File: src/rtl/dmem_lsu_if.sv
// Core/SRAM-side signal bundle for the data load/store unit.
// The slave view belongs to the LSU; the master view to its environment.
interface dmem_lsu_if;
  logic        req_valid;
  logic        req_we;
  logic [2:0]  req_dmtype;
  logic [31:0] req_addr;
  logic [31:0] req_wdata;
  logic        stall;
  logic        rsp_valid;
  logic [31:0] rsp_rdata;
  logic        misalign;
  logic        mem_en;
  logic [3:0]  mem_we;
  logic [29:0] mem_addr;
  logic [31:0] mem_wdata;
  logic [31:0] mem_rdata;

  modport slave (
    input  req_valid, req_we, req_dmtype,
    input  req_addr, req_wdata, mem_rdata,
    output stall, rsp_valid, rsp_rdata,
    output misalign, mem_en, mem_we,
    output mem_addr, mem_wdata
  );

  modport master (
    output req_valid, req_we, req_dmtype,
    output req_addr, req_wdata, mem_rdata,
    input  stall, rsp_valid, rsp_rdata,
    input  misalign, mem_en, mem_we,
    input  mem_addr, mem_wdata
  );
endinterface

File: src/rtl/dmem_lsu.sv
// MEM-stage load/store unit: lane steering, load extension,
// misalignment rejection and pipeline stall for a latency-N SRAM.
module dmem_lsu #(
  parameter int MEM_LAT = 1,
  parameter int CNT_W   = 4
) (
  input logic       clk,
  input logic       reset,
  dmem_lsu_if.slave bus
);

  typedef enum logic [1:0] {
    IDLE,
    ISSUE,
    WAIT,
    DONE
  } state_e;

  localparam logic [CNT_W-1:0] LAT = CNT_W'(MEM_LAT);

  state_e           state_q, state_d;
  logic             we_q, we_d;
  logic [2:0]       type_q, type_d;
  logic [31:0]      addr_q, addr_d;
  logic [31:0]      wdata_q, wdata_d;
  logic             err_q, err_d;
  logic [CNT_W-1:0] cnt_q, cnt_d;
  logic [31:0]      rdata_q, rdata_d;

  logic [CNT_W-1:0] cnt_inc;
  logic             req_mis;
  logic [3:0]       lane_we;
  logic [31:0]      lane_wd;
  logic [31:0]      ld_sh;
  logic [31:0]      ld_ext;

  function automatic logic is_byte(
    input logic [2:0] t
  );
    return (t == 3'b011) || (t == 3'b100);
  endfunction

  function automatic logic is_half(
    input logic [2:0] t
  );
    return (t == 3'b001) || (t == 3'b010);
  endfunction

  function automatic logic is_sgn(
    input logic [2:0] t
  );
    return (t == 3'b011) || (t == 3'b001);
  endfunction

  function automatic logic is_word(
    input logic [2:0] t
  );
    return !is_byte(t) && !is_half(t);
  endfunction

  // Checked on the live request so a bad access never reaches ISSUE.
  always_comb begin
    req_mis = 1'b0;
    if (is_word(bus.req_dmtype))
      req_mis = bus.req_addr[1:0] != 2'b00;
    else if (is_half(bus.req_dmtype))
      req_mis = bus.req_addr[0];
  end

  always_comb begin
    lane_we = 4'b1111;
    lane_wd = wdata_q;
    unique case (1'b1)
      is_byte(type_q): begin
        lane_we = 4'b0001 << addr_q[1:0];
        lane_wd = {4{wdata_q[7:0]}};
      end
      is_half(type_q): begin
        lane_we = 4'b0011 << {addr_q[1], 1'b0};
        lane_wd = {2{wdata_q[15:0]}};
      end
      is_word(type_q): begin
        lane_we = 4'b1111;
        lane_wd = wdata_q;
      end
    endcase
  end

  always_comb begin
    ld_sh  = bus.mem_rdata >> {addr_q[1:0], 3'b000};
    ld_ext = ld_sh;
    unique case (1'b1)
      is_byte(type_q):
        ld_ext = {{24{is_sgn(type_q) & ld_sh[7]}},
                  ld_sh[7:0]};
      is_half(type_q):
        ld_ext = {{16{is_sgn(type_q) & ld_sh[15]}},
                  ld_sh[15:0]};
      is_word(type_q):
        ld_ext = ld_sh;
    endcase
  end

  assign cnt_inc = cnt_q + CNT_W'(1);

  always_comb begin
    state_d = state_q;
    we_d    = we_q;
    type_d  = type_q;
    addr_d  = addr_q;
    wdata_d = wdata_q;
    err_d   = err_q;
    cnt_d   = cnt_q;
    rdata_d = rdata_q;
    unique case (state_q)
      IDLE: begin
        if (bus.req_valid) begin
          we_d    = bus.req_we;
          type_d  = bus.req_dmtype;
          addr_d  = bus.req_addr;
          wdata_d = bus.req_wdata;
          err_d   = req_mis;
          rdata_d = '0;
          state_d = req_mis ? DONE : ISSUE;
        end
      end
      ISSUE: begin
        if (we_q) begin
          state_d = DONE;
        end else begin
          cnt_d   = '0;
          state_d = WAIT;
        end
      end
      WAIT: begin
        cnt_d = cnt_inc;
        if (cnt_inc == LAT) begin
          rdata_d = ld_ext;
          state_d = DONE;
        end
      end
      DONE: begin
        state_d = IDLE;
      end
    endcase
  end

  always_ff @(posedge clk or negedge reset) begin
    if (!reset) begin
      state_q <= IDLE;
      we_q    <= 1'b0;
      type_q  <= '0;
      addr_q  <= '0;
      wdata_q <= '0;
      err_q   <= 1'b0;
      cnt_q   <= '0;
      rdata_q <= '0;
    end else begin
      state_q <= state_d;
      we_q    <= we_d;
      type_q  <= type_d;
      addr_q  <= addr_d;
      wdata_q <= wdata_d;
      err_q   <= err_d;
      cnt_q   <= cnt_d;
      rdata_q <= rdata_d;
    end
  end

  wire is_done  = state_q == DONE;
  wire is_issue = state_q == ISSUE;

  assign bus.stall = bus.req_valid & ~is_done & reset;
  assign bus.rsp_valid = is_done;
  assign bus.misalign  = is_done & err_q;
  assign bus.rsp_rdata = is_done ? rdata_q : '0;
  assign bus.mem_en    = is_issue;
  assign bus.mem_we    = (is_issue & we_q) ? lane_we : 4'b0000;
  assign bus.mem_addr  = addr_q[31:2];
  assign bus.mem_wdata = lane_wd;

endmodule

File: src/flat_wrapper.sv
// flat-port wrapper written by rule: the top's interface ports become plain ports
module dmem_lsu_flat 
#(
  parameter int MEM_LAT = 1,
  parameter int CNT_W   = 4
)
  (clk, reset, bus_req_valid, bus_req_we, bus_req_dmtype, bus_req_addr, bus_req_wdata, bus_mem_rdata, bus_stall, bus_rsp_valid, bus_rsp_rdata, bus_misalign, bus_mem_en, bus_mem_we, bus_mem_addr, bus_mem_wdata);
  dmem_lsu_if bus_i ();
  input logic clk;
  input logic reset;
  input wire logic [$bits(bus_i.req_valid)-1:0] bus_req_valid;
  input wire logic [$bits(bus_i.req_we)-1:0] bus_req_we;
  input wire logic [$bits(bus_i.req_dmtype)-1:0] bus_req_dmtype;
  input wire logic [$bits(bus_i.req_addr)-1:0] bus_req_addr;
  input wire logic [$bits(bus_i.req_wdata)-1:0] bus_req_wdata;
  input wire logic [$bits(bus_i.mem_rdata)-1:0] bus_mem_rdata;
  output wire logic [$bits(bus_i.stall)-1:0] bus_stall;
  output wire logic [$bits(bus_i.rsp_valid)-1:0] bus_rsp_valid;
  output wire logic [$bits(bus_i.rsp_rdata)-1:0] bus_rsp_rdata;
  output wire logic [$bits(bus_i.misalign)-1:0] bus_misalign;
  output wire logic [$bits(bus_i.mem_en)-1:0] bus_mem_en;
  output wire logic [$bits(bus_i.mem_we)-1:0] bus_mem_we;
  output wire logic [$bits(bus_i.mem_addr)-1:0] bus_mem_addr;
  output wire logic [$bits(bus_i.mem_wdata)-1:0] bus_mem_wdata;
  assign bus_i.req_valid = bus_req_valid;
  assign bus_i.req_we = bus_req_we;
  assign bus_i.req_dmtype = bus_req_dmtype;
  assign bus_i.req_addr = bus_req_addr;
  assign bus_i.req_wdata = bus_req_wdata;
  assign bus_i.mem_rdata = bus_mem_rdata;
  assign bus_stall = bus_i.stall;
  assign bus_rsp_valid = bus_i.rsp_valid;
  assign bus_rsp_rdata = bus_i.rsp_rdata;
  assign bus_misalign = bus_i.misalign;
  assign bus_mem_en = bus_i.mem_en;
  assign bus_mem_we = bus_i.mem_we;
  assign bus_mem_addr = bus_i.mem_addr;
  assign bus_mem_wdata = bus_i.mem_wdata;
  dmem_lsu #(.MEM_LAT(MEM_LAT), .CNT_W(CNT_W)) u_core (.clk(clk), .reset(reset), .bus(bus_i));
endmodule
File: config.mk
export PLATFORM = sky130hd
export DESIGN_NAME = dmem_lsu_flat
export DESIGN_NICKNAME = d
export VERILOG_FILES = /design/src/rtl/dmem_lsu_if.sv /design/src/rtl/dmem_lsu.sv /design/src/flat_wrapper.sv
export SDC_FILE = /design/constraint.sdc
export NUM_CORES = 1
export LEC_CHECK = 0
export CAP_MARGIN = 15
export CORE_AREA = 10 10 126 128
export CTS_CLUSTER_SIZE = 40
export DETAILED_ROUTE_END_ITERATION = 7
export DIE_AREA = 0 0 136 138
export GPL_TIMING_DRIVEN = 0
export PLACE_DENSITY = 0.86
export SKIP_LAST_GASP = 1
export SYNTH_ARGS = -nofsm -noshare
export SYNTH_HDL_FRONTEND = slang
export SYNTH_SLANG_ARGS = --single-unit
File: constraint.sdc
create_clock -name clk -period 2.3 [get_ports clk]
set_input_delay 0.69 -clock clk [delete_from_list [all_inputs] [get_ports clk]]
set_output_delay 0.69 -clock clk [all_outputs]
set_load 0.05 [all_outputs]
# Yosys cells after proc, flatten, opt, wreduce, memory -nomap -nowiden
# Index checks and enable logic that the tools add are counted.
# classes
shift	3
bitwise	7
muxes	17
eq_ne	15
reduce_logical	19
addsub	1
# op_table
op	n
$pmux W32 S3	2
$mux W32	3
$pmux W32 S2	1
$shr A32 B5 Y32	1
$eq A3 B2 Y1 const B	4
$pmux W4 S3	1
$mux W4	2
$pmux W2 S4	1
$pmux W4 S2	1
$and A1 B1 Y1	6
$eq A3 B1 Y1 const B	2
$eq A3 B3 Y1 const B	2
$mux W2	3
$reduce_and A2 Y1	3
$reduce_bool A2 Y1	3
$logic_or A1 B1 Y1	5
$add A4 B1 Y4 const B	1
$eq A2 B2 Y1 const B	2
$eq A4 B1 Y1 const B	1
$logic_not A1 Y1	4
$ne A2 B2 Y1 const B	2
$shl A1 B2 Y4 const A	1
$shl A2 B2 Y4 const A	1
$mux W1	3
other kinds (6)	7
# totals
in_bits	103
output_inout_bits	102
word_cells	70
reg_bits	107

# Longest topological paths before layout
# depth
word_depth	8
depth_mapped	8
ltp_nobuf	7

# Least setup slack after synthesis
# No wires, ideal clock.
# synth_timing
kind	register -> output
startpoint	register u_core.type_q[0]
endpoint	output bus_mem_wdata[24]
path_stages_with_launch	5
arrival_ns	2.125
required_time_ns	1.610
n_path_buf	1
path_slack_ns	-0.515
cell_sequence	dfrtp_1 nor2_2 xnor2_1 buf_2 o21ai_0
# synth_via
elab_chain_cells	5
elab_cells_between_ends	10
cone_classes	4 x eq/ne; 1 x mux; 5 x reduce/logical
# synth_lines
item	line	source
start, declared	dmem_lsu.sv:23	logic [2:0] type_q, type_d;
start signal, assigned	dmem_lsu.sv:161	type_q <= type_d;
$eq A3 B2 Y1, or another cell as far along	dmem_lsu.sv:40	return (t == 3'b011) || (t == 3'b100);
$logic_or A1 B1 Y1, on equally long branches	dmem_lsu.sv:40, dmem_lsu.sv:46	
$logic_not A1 Y1	dmem_lsu.sv:58	return !is_byte(t) && !is_half(t);
$logic_and A1 B1 Y1	dmem_lsu.sv:58	
$pmux W32 S3 *	dmem_lsu.sv:73	unique case (1'b1)
end, declared	flat_wrapper.sv:24	output wire logic [$bits(bus_i.mem_wdata)-1:0] bus_mem_wdata;
# Mark *: on every way between the ends. The rest lies on a longest branch, timed or not. The select of a mux whose other input is x is not followed.

# Final worst setup path
# layout_timing
startpoint	register u_core.type_q[1]
endpoint	output bus_mem_wdata[28]
# Same word-level chain as after synthesis.

==> results.md <==
* Die height at approximately 140 um
* Status: finished with violations
* Sequential element share of the synthesized area at 0.441
* Most used routing layer: met2
* Antenna-violating nets left at 0
* DRT Pass-1 Iters at 5
* M3 GR Usage at 0.0667
* Setup WS pre-CTS at -1.16 ns
* Ys async rst share at 1.00
* # IOs at 205
* Routed vias at around 5,300
* CTS Buffer Depth at 2
* Final hold violations at 0
* Cells after synthesis at 561
* Final worst slack at -0.328 ns
* Fin nets at 914
* Largest net degree at the start of global routing at 29
* FP Rows at 43
* GR Overflow Total at 0
* Violated checks: setup timing
* Fmax at between 300 and 400 MHz
* Port bufs at just over 200
* Full die area at 0.0188 mm2
* Final Max Slew Viols at 0
* Area of the core at around 0.014 mm2
* Clock Skew at 0.00545 ns
* R2R depth at 5
* Final setup fails at 28
* Relative max-transition margin at 0.537
* Primary FF master, synth: dfrtp_1
* Fin cells at 987
* Max Fanout on Critical Path at 5
* Vias in the first global route at 5,667
* GR Util met1 at 0.243
* Layout cell share with drive strength beyond 1 at 0.395
* # DRC at 0
* CTS tree: yes
* Flops & latches, synth at 107
* Global-route wire length before repair at 31,700 um
* Post-synth cell types at 47
* Fin crit share at 1.14
* MaxCap Viol Count at 0
* Mean area per synthesized cell at 10.8 um2
* Total Negative Setup Slacks at -6.01 ns
* Initial Utilization at 0.449
* CTS Buf Count at 9
* Data required, critical path at 1.61 ns
* Cts hold-fix bufs at 0
* # clock sinks at ~110
* WL/cell at 20.9 um
* Via density at 5.35
* Slew @ Worst Pin at 0.694 ns
* Final wirelength at 20,600 um
* HPWL after DPL at 15,300 um
* Die X-Extent at 136 um
* Worst Hold Class: in2async
* GRT Overall Usage at 0.214
* Critical path class: reg2out
* Number of flops mapped to enable cells by yosys at 0
* Clk slew on worst S/H paths at 0.07 ns
* Number of diodes at 0
* Yosys warns at 0
* Minimum clock period after layout at 2.63 ns
* Fin util at 0.687
* Initial drt markers at 306
* Htree depth at 3
* Critical Path AT at 1.94 ns
* RSZ-0062 raised after global routing: true
* CP Capture Type: output port
* Clock Tree Root: clkbuf_16
* RePlAce Congestion at ~0.88
* Syn Std Cell Area at ~0.0061 mm2
* M2 GR Usage at 0.369
* Mapped Nets at between 600 and 700
* Initial antenna violation count at 0
* Synthesis-to-layout area growth at 53.0%
* # placed instances at 946
* Worst-Skew Late Latency at 0.36 ns
* Startpoint types: register
## registers in the layout (all words and copies together), names as in the netlist
name            flops
u_core.addr_q      32
u_core.cnt_q        4
u_core.err_q        1
u_core.rdata_q     32
u_core.state_q      2
u_core.type_q       3
u_core.wdata_q     32
u_core.we_q         1
## routing by layer
metal	wire length [um]	vias up
met5	0	-
met4	444	0
met3	1740	32
met2	10500	236
met1	7870	2607
li1	-	2405
## repair_timing
action | 4_1_cts | 5_1_grt
cloned | 5 | 0
resized for setup | 493 | 26
pin swaps | 14 | 4
setup buffers | 19 | 5
endpoints found under the setup margin | 114 | 80
## worst max-delay path, cell delays in order, from the launching register on
cell and delay (ns):
dfrtp_2 0.45, or3b_4 0.43, nand2_4 0.11, buf_8 0.14, nand2_4 0.06, o211ai_1 0.13
buf_4 0.24
## Yosys cell counts (5+ instances only)
cell type | count | share of area
or3_1 | 5 | 0.0052
mux2_2 | 92 | 0.17
clkbuf_1 | 11 | 0.0068
dfrtp_1 | 107 | 0.44
a21oi_1 | 37 | 0.031
mux2_4 | 11 | 0.027
buf_4 | 38 | 0.047
buf_1 | 5 | 0.0031
mux2i_1 | 20 | 0.033
inv_1 | 10 | 0.0062
ha_1 | 7 | 0.014
and2_1 | 38 | 0.039
o211ai_1 | 8 | 0.0099
nand2_1 | 61 | 0.038
o2bb2ai_1 | 8 | 0.012
nor2_1 | 14 | 0.0087
buf_2 | 13 | 0.011
a22o_1 | 9 | 0.013
o21ai_0 | 23 | 0.019
## cell families after synthesis
family                   share of synthesized area
XOR/XNOR                                   0.00289
flip-flops                                   0.441
buffers and inverters                       0.0813
AO/OA/AOI/OAI                                0.110
adder cells (fa/ha/maj)                     0.0161
AND/OR/NAND/NOR                              0.108
multiplexers                                 0.240
## metrics by stage
stage | cell area (um2) | hold WS [ns]
3_3_place_gp | 8440 | 0.468
5_1_grt | 9280 | 0.161
6_report | 9280 | 0.162
2_1_floorplan | 6170 | 0.394
3_5_place_dp | 8460 | 0.476
4_1_cts | 9190 | 0.157
## area by class of cell
cell class | instances | area (um2)
Sequential cell | 107 | 2680
Fill cell | 1024 | 4220
Multi-Input combinational cell | 373 | 3100
Buffer | 69 | 524
Inverter | 10 | 37.5
Tap cell | 180 | 225
Clock buffer | 10 | 239
Timing Repair Buffer | 234 | 2380
Clock inverter | 4 | 98.8
## worst paths after layout
check | slack (ns) | from | end
setup / recovery | -0.33 | u_core.type_q[1] | bus_mem_wdata[28]
hold / removal | 0.16 | reset | u_core.rdata_q[16]
setup reg to reg | 0.12 | u_core.state_q[0] | u_core.wdata_q[24]
hold reg to reg | 0.50 | u_core.rdata_q[18] | u_core.rdata_q[18]
max in group asynchronous | 1.61 | reset | u_core.type_q[1]
min in group clk | 0.50 | u_core.rdata_q[18] | u_core.rdata_q[18]
## placed cells by master, fill, tap and decap left out, types with 4 or more instances in the layout
| cell | n |
|---|---|
| a21oi_1 | 33 |
| a21oi_2 | 4 |
| a22o_1 | 9 |
| and2_1 | 37 |
| buf_1 | 4 |
| buf_4 | 95 |
| buf_6 | 24 |
| buf_8 | 16 |
| clkbuf_1 | 4 |
| clkbuf_16 | 9 |
| clkbuf_4 | 4 |
| clkdlybuf4s15_2 | 5 |
| clkdlybuf4s50_1 | 101 |
| dfrtp_1 | 104 |
| dlygate4sd2_1 | 35 |
| dlymetal6s2s_1 | 4 |
| ha_1 | 5 |
| inv_1 | 10 |
| mux2_2 | 88 |
| mux2_4 | 18 |
| mux2i_1 | 20 |
| nand2_1 | 47 |
| nand2_2 | 9 |
| nand2_4 | 5 |
| nor2_1 | 12 |
| o211ai_1 | 8 |
| o21ai_0 | 14 |
| o21ai_1 | 4 |
| o21ai_2 | 6 |
| o2bb2ai_1 | 8 |
| or3_1 | 5 |
Power is not shown: default switching activity piles up to over one toggle a cycle in this logic, so the estimate is an artifact.
